File: config.mk
export PLATFORM = sky130hd
export DESIGN_NAME = uart_rx
export DESIGN_NICKNAME = d
export VERILOG_FILES = /design/src/rtl/uart_sync.sv /design/src/rtl/uart_rx.sv
export SDC_FILE = /design/constraint.sdc
export NUM_CORES = 1
export LEC_CHECK = 0
export CORE_MARGIN = 2
export CORE_UTILIZATION = 34
export DETAILED_ROUTE_END_ITERATION = 16
export GPL_TIMING_DRIVEN = 0
export MAX_ROUTING_LAYER = met4
export PLACE_DENSITY = 0.52
export SYNTH_ARGS = -nofsm -noshare
export SYNTH_HDL_FRONTEND = slang
export SYNTH_HIERARCHICAL = 1
export SYNTH_SLANG_ARGS = --single-unit
File: constraint.sdc
create_clock -name clk -period 2.3 [get_ports clk]
set_input_delay 0.345 -clock clk [delete_from_list [all_inputs] [get_ports clk]]
set_output_delay 0.345 -clock clk [all_outputs]
set_load 0.02 [all_outputs]
File: src/rtl/uart_sync.sv
// Two-flop synchronizer for a single asynchronous input; both flops reset to rst_val.
// Latency: 2 cycles from d to q. No backpressure; it samples d every cycle.
module uart_sync #(
    parameter logic rst_val = 1'b1
) (
    input  logic clk,
    input  logic rst,
    input  logic d,
    output logic q
);

    logic meta;

    always_ff @(posedge clk) begin
        if (rst) begin
            meta <= rst_val;
            q    <= rst_val;
        end else begin
            meta <= d;
            q    <= meta;
        end
    end

endmodule

File: src/rtl/uart_rx.sv
// 8N1 UART receiver: samples each bit at its midpoint and strobes each byte out.
// Latency: valid/frame_error in the cycle after the stop-sample edge (E0 + 2 + divisor/2 + 9*divisor).
// Backpressure: none; a missed valid loses the byte, and data holds until the next valid.
module uart_rx #(
    parameter int divisor = 32
) (
    input  logic       clk,
    input  logic       rst,
    input  logic       rxi,
    output logic [7:0] data,
    output logic       valid,
    output logic       frame_error
);

    localparam int CW = $clog2(divisor);
    localparam logic [CW-1:0] CNT_BIT  = CW'(divisor - 1);
    localparam logic [CW-1:0] CNT_HALF = CW'(divisor / 2 - 1);

    localparam logic [2:0] S_IDLE  = 3'd0;
    localparam logic [2:0] S_START = 3'd1;
    localparam logic [2:0] S_DATA  = 3'd2;
    localparam logic [2:0] S_STOP  = 3'd3;
    localparam logic [2:0] S_BREAK = 3'd4;

    if (divisor < 4 || (divisor % 2) != 0) begin : g_bad_divisor
        $error("uart_rx: divisor must be even and >= 4");
    end

    logic          rx_s;
    logic [2:0]    state, state_nx;
    logic [CW-1:0] cnt, cnt_nx;
    logic [7:0]    shreg, shreg_nx;
    logic [2:0]    bidx, bidx_nx;
    logic [7:0]    data_nx;
    logic          valid_nx, fe_nx;
    logic          tick;

    uart_sync #(.rst_val(1'b1)) u_sync (
        .clk (clk),
        .rst (rst),
        .d   (rxi),
        .q   (rx_s)
    );

    assign tick = (cnt == '0);

    always_ff @(posedge clk) begin
        if (rst) begin
            state       <= S_IDLE;
            cnt         <= '0;
            shreg       <= '0;
            bidx        <= '0;
            data        <= '0;
            valid       <= 1'b0;
            frame_error <= 1'b0;
        end else begin
            state       <= state_nx;
            cnt         <= cnt_nx;
            shreg       <= shreg_nx;
            bidx        <= bidx_nx;
            data        <= data_nx;
            valid       <= valid_nx;
            frame_error <= fe_nx;
        end
    end

    always_comb begin
        state_nx = state;
        cnt_nx   = tick ? CNT_BIT : cnt - CW'(1);
        shreg_nx = shreg;
        bidx_nx  = bidx;
        data_nx  = data;
        valid_nx = 1'b0;
        fe_nx    = 1'b0;
        case (state)
            S_IDLE: begin
                cnt_nx = cnt;
                // Half-bit load puts every later tick at a bit midpoint.
                if (!rx_s) begin
                    state_nx = S_START;
                    cnt_nx   = CNT_HALF;
                end
            end
            S_START: begin
                if (tick) begin
                    if (rx_s) begin
                        state_nx = S_IDLE;
                    end else begin
                        state_nx = S_DATA;
                        bidx_nx  = '0;
                    end
                end
            end
            S_DATA: begin
                if (tick) begin
                    shreg_nx = {rx_s, shreg[7:1]};
                    bidx_nx  = bidx + 3'd1;
                    if (bidx == 3'd7) begin
                        state_nx = S_STOP;
                    end
                end
            end
            S_STOP: begin
                if (tick) begin
                    if (rx_s) begin
                        data_nx  = shreg;
                        valid_nx = 1'b1;
                        state_nx = S_IDLE;
                    end else begin
                        fe_nx    = 1'b1;
                        state_nx = S_BREAK;
                    end
                end
            end
            S_BREAK: begin
                // A held-low line must not be read as a string of frames.
                cnt_nx = cnt;
                if (rx_s) begin
                    state_nx = S_IDLE;
                end
            end
            default: begin
                state_nx = S_IDLE;
            end
        endcase
    end

endmodule

==> flow_results.xml <==
<?xml version="1.0" encoding="UTF-8"?>
<metrics>
  <group name="route">
    <metric name="route.final.wire_length" unit="mm">2.99</metric>
    <metric name="route.detailed.wl_per_inst" unit="µm">13.8</metric>
    <metric name="drt-pass1-iter-count" unit="">4</metric>
    <metric name="via_density_per_instance" unit="">5.18</metric>
    <metric name="drcViolationCount" unit="">0</metric>
    <metric name="drtAntennaViolNets" unit="">0</metric>
    <metric name="detailroute.via_count" unit="">1123</metric>
    <metric name="drt_iter0_drc" unit="">52</metric>
  </group>
  <group name="worst_hold_path">
    <metric name="hold-path-cell-count" unit="">1</metric>
    <metric name="hp_class" unit="">reg -&gt; reg</metric>
  </group>
  <group name="sta">
    <metric name="worst-slew-pin-transition" unit="ns">0.602</metric>
    <metric name="period_utilization" unit="%">89.3</metric>
    <metric name="final_max_slew_viol_count" unit="">0</metric>
    <metric name="final.setup.worst_slack" unit="ns">0.246</metric>
    <metric name="hold_viol_final" unit="">0</metric>
    <metric name="final_setup_tns" unit="ns">0</metric>
    <metric name="finalSetupViolCount" unit="">0</metric>
    <metric name="worst_slew_margin_rel" unit="%">59.7</metric>
    <metric name="fmaxAchievable" unit="MHz">487</metric>
    <metric name="clock_skews" unit="ns">0.00327</metric>
    <metric name="rsz0062_at_grt" unit="">false</metric>
    <metric name="final_period_minus_worst_setup_slack" unit="ns">2.05</metric>
  </group>
  <group name="worst_setup_path">
    <metric name="critPathLaunchType" unit="">input port</metric>
    <metric name="end_kind" unit="">flop</metric>
    <metric name="critical-path-slowest-cell" unit="">sky130_fd_sc_hd__clkdlybuf4s50_1</metric>
    <metric name="critical_path.n_buffers_inverters" unit="">4</metric>
    <metric name="critical_path_required" unit="ns">2.44</metric>
    <metric name="cp_data_arrival_time" unit="ns">2.20</metric>
    <metric name="cpPeakStageDelay" unit="ns">0.53</metric>
    <metric name="maximum_fanout_count_along_the_critical_path" unit="">10</metric>
    <metric name="rr_worst_depth" unit="">6</metric>
    <metric name="cp_common_cell" unit="">sky130_fd_sc_hd__clkbuf_1</metric>
    <metric name="cp_top_family" unit="">buffers and inverters</metric>
    <metric name="path_class" unit="">in -&gt; reg</metric>
    <metric name="cp.depth" unit="">5</metric>
    <metric name="crit_chain" unit="">clkdlybuf4s50_1 -&gt; clkbuf_1 -&gt; clkbuf_1 -&gt; clkbuf_1 -&gt; a211oi_1</metric>
  </group>
  <group name="synth">
    <metric name="synth_async_sr_flop_share" unit="%">0</metric>
    <metric name="post_synth.cell_area_avg" unit="µm²">9.58</metric>
    <metric name="synth_simple_gate_area_share" unit="%">28.4</metric>
    <metric name="number_of_enable_flip_flop_cells_after_synthesis" unit="">0</metric>
    <metric name="synth.area.mux_share" unit="%">5.69</metric>
    <metric name="synth-compound-area-share" unit="%">13.5</metric>
    <metric name="synth.ff_latch_count" unit="">31</metric>
    <metric name="post_synth_inst_count" unit="">147</metric>
    <metric name="synth_xor_xnor_area_share" unit="%">1.24</metric>
    <metric name="synth_adder_area_share" unit="%">2.67</metric>
    <metric name="synthesis.area" unit="µm²">1410</metric>
    <metric name="postSynthNetCount" unit="">153</metric>
    <metric name="synth-seq-area-share" unit="%">44.1</metric>
    <metric name="yosysWarningCount" unit="">6</metric>
    <metric name="synth_ff_type" unit="">sky130_fd_sc_hd__dfxtp_1</metric>
    <metric name="synth_cell_types" unit="">37</metric>
    <metric name="largest_family_of_logic_cells_by_synthesized_area" unit="">simple AND/OR/NAND/NOR gates</metric>
  </group>
  <group name="clock_network">
    <metric name="clock_path_buffers" unit="">2</metric>
    <metric name="cts_root_buffer" unit="">sky130_fd_sc_hd__clkbuf_8</metric>
    <metric name="cts_buffers" unit="">5</metric>
    <metric name="cts_hold_buf" unit="">0</metric>
    <metric name="clk_pin_slew_worst_paths" unit="ns">0.06</metric>
    <metric name="postCtsSetupBuffers" unit="">0</metric>
    <metric name="cts_max_level" unit="">2</metric>
    <metric name="post_cts.resized_instances" unit="">0</metric>
    <metric name="tritoncts" unit="">built</metric>
    <metric name="clkSinkCount" unit="">31</metric>
    <metric name="clk-insertion-delay-late" unit="ns">0.28</metric>
  </group>
  <group name="global_routing">
    <metric name="vias_in_the_first_global_route" unit="">1040</metric>
    <metric name="pin_count_of_the_biggest_net_entering_global_routing" unit="">11</metric>
    <metric name="grt_remaining_overflow" unit="">0</metric>
    <metric name="total_routing_usage_gr" unit="%">14.8</metric>
    <metric name="grt_first_pass_wirelength" unit="mm">4.83</metric>
    <metric name="grt_antenna_before_repair" unit="">0</metric>
  </group>
  <group name="place">
    <metric name="postPlaceCellArea" unit="µm²">1590</metric>
    <metric name="globalplace.congestion" unit="">0.746</metric>
    <metric name="buffer_ports.inserted" unit="">12</metric>
    <metric name="placed_cells_incl_taps" unit="">209</metric>
    <metric name="dp_hpwl" unit="mm">2.01</metric>
    <metric name="placement.setup.worst_slack" unit="ns">-0.0422</metric>
  </group>
  <group name="power">
    <metric name="design_power_total" unit="µW">1160</metric>
    <metric name="p_per_area" unit="nW/µm²">685</metric>
    <metric name="vdd_drop_max" unit="V">0.000305</metric>
    <metric name="leakagePower" unit="µW">0.000544</metric>
  </group>
  <group name="flow_run">
    <metric name="cap_viol_max_count" unit="">0</metric>
  </group>
  <group name="floorplan">
    <metric name="chipHeight" unit="µm">68.3</metric>
    <metric name="die_width" unit="µm">68.3</metric>
    <metric name="core_outline_area" unit="µm²">4000</metric>
    <metric name="io-pin-count" unit="">13</metric>
    <metric name="initial_utilization" unit="%">35.2</metric>
    <metric name="die_area" unit="µm²">4670</metric>
    <metric name="core.rowCount" unit="">23</metric>
  </group>
  <group name="finish">
    <metric name="layout-drive-gt1-share" unit="%">10.2</metric>
    <metric name="multiInputGateArea" unit="µm²">724</metric>
    <metric name="ff_latch_area" unit="µm²">621</metric>
    <metric name="areaGrowthSynthToFinish" unit="%">20.1</metric>
    <metric name="design_area" unit="µm²">1690</metric>
    <metric name="nNetsFinal" unit="">172</metric>
    <metric name="non_filler_cells_in_the_finished_layout" unit="">217</metric>
    <metric name="num_antenna_cells" unit="">0</metric>
    <metric name="final_cell_mix" unit="">sky130_fd_sc_hd__dfxtp_1, sky130_fd_sc_hd__nand2b_1, sky130_fd_sc_hd__clkdlybuf4s50_1</metric>
    <metric name="most_common_library_cell_in_the_layout_ignoring_fill_and_taps" unit="">sky130_fd_sc_hd__dfxtp_1</metric>
    <metric name="layout.filler_cells" unit="">397</metric>
  </group>
  <group name="outcome">
    <metric name="outcome" unit="">completed</metric>
  </group>
</metrics>
## registers in the layout, indices dropped and copies added, names as in the netlist
register and count:
data 8, shreg 8, cnt 5, bidx 3, state 3, frame_error 1, u_sync/meta 1, u_sync/q 1
valid 1
## final timing paths
kind	from	endpoint	slack (ns)
max reg2reg	cnt[0]	bidx[2]	0.36
min reg2reg	u_sync/meta	u_sync/q	0.41
min	u_sync/meta	u_sync/q	0.41
max	rst	state[2]	0.25
## per-stage QoR
| stage | hold WS [ns] | utilization, % |
|---|---|---|
| 3_5_place_dp | 0.403 | 39.8 |
| 3_3_place_gp | 0.397 | 39.8 |
| 6_report | 0.414 | 42.3 |
| 4_1_cts | 0.419 | 42.3 |
| 5_1_grt | 0.455 | 42.3 |
| 2_1_floorplan | 0.385 | - |
## per-layer routing
metal / vias up / track usage, % / share of wire [%]
met5: - / - / 0
met4: 0 / 5.25 / 1.0
met3: 4 / 4.44 / 3.9
met2: 21 / 23.1 / 44
met1: 531 / 18.1 / 51
li1: 567 / - / -
## logic make-up (layout without fill, tap and decap cells)
logic type / Yosys count / after routing
compound gates: 30 / 30
xor+xnor: 2 / 2
fa+ha+maj: 3 / 3
buf+inv: 14 / 34
flops: 31 / 31
mux: 8 / 8
simple gates: 59 / 59
## power by group
| part | internal [µW] | switching [µW] | leakage (µW) |
|---|---|---|---|
| clock | 273 | 191 | 0.0000515 |
| sequential | 548 | 15.8 | 0.000251 |
| combinational | 56.5 | 74.1 | 0.000242 |
| total | 877 | 280 | 0.000544 |
## area by class of cell
cell class	count	area share (%)
Buffer	9	2.59
Clock buffer	8	5.92
Inverter	5	1.11
Multi-Input combinational cell	102	42.9
Sequential cell	31	36.7
Tap cell	50	3.70
Timing Repair Buffer	12	7.11
## synth_stat cells (2+ instances only)
cell | n | area (µm²)
sky130_fd_sc_hd__or2_1 | 2 | 12.5
sky130_fd_sc_hd__clkbuf_1 | 6 | 22.5
sky130_fd_sc_hd__nor4_1 | 4 | 25.0
sky130_fd_sc_hd__nand2b_1 | 19 | 119
sky130_fd_sc_hd__o32ai_1 | 2 | 17.5
sky130_fd_sc_hd__a21oi_1 | 9 | 45.0
sky130_fd_sc_hd__o21ai_0 | 8 | 40.0
sky130_fd_sc_hd__ha_1 | 3 | 37.5
sky130_fd_sc_hd__dfxtp_1 | 31 | 621
sky130_fd_sc_hd__nor3b_1 | 2 | 15.0
sky130_fd_sc_hd__nor3_1 | 3 | 15.0
sky130_fd_sc_hd__nor4b_4 | 2 | 47.6
sky130_fd_sc_hd__mux2i_1 | 8 | 80.1
sky130_fd_sc_hd__a2111oi_0 | 2 | 17.5
sky130_fd_sc_hd__buf_2 | 2 | 10.0
sky130_fd_sc_hd__nand2_1 | 3 | 11.3
sky130_fd_sc_hd__nand3_1 | 9 | 45.0
sky130_fd_sc_hd__nor2_1 | 6 | 22.5
sky130_fd_sc_hd__inv_1 | 5 | 18.8
sky130_fd_sc_hd__a211oi_1 | 4 | 30.0
## worst register-to-register path: cells and delay by family, from the launching register on
family	cells	cell delay, ns
DFF	1	0.33
AOI/OAI and AO/OA	2	0.59
buffers and inverters	2	0.22
and+or+nand+nor	1	0.44
adders and majority gates	1	0.22
Power figures use the tool's default switching activity.
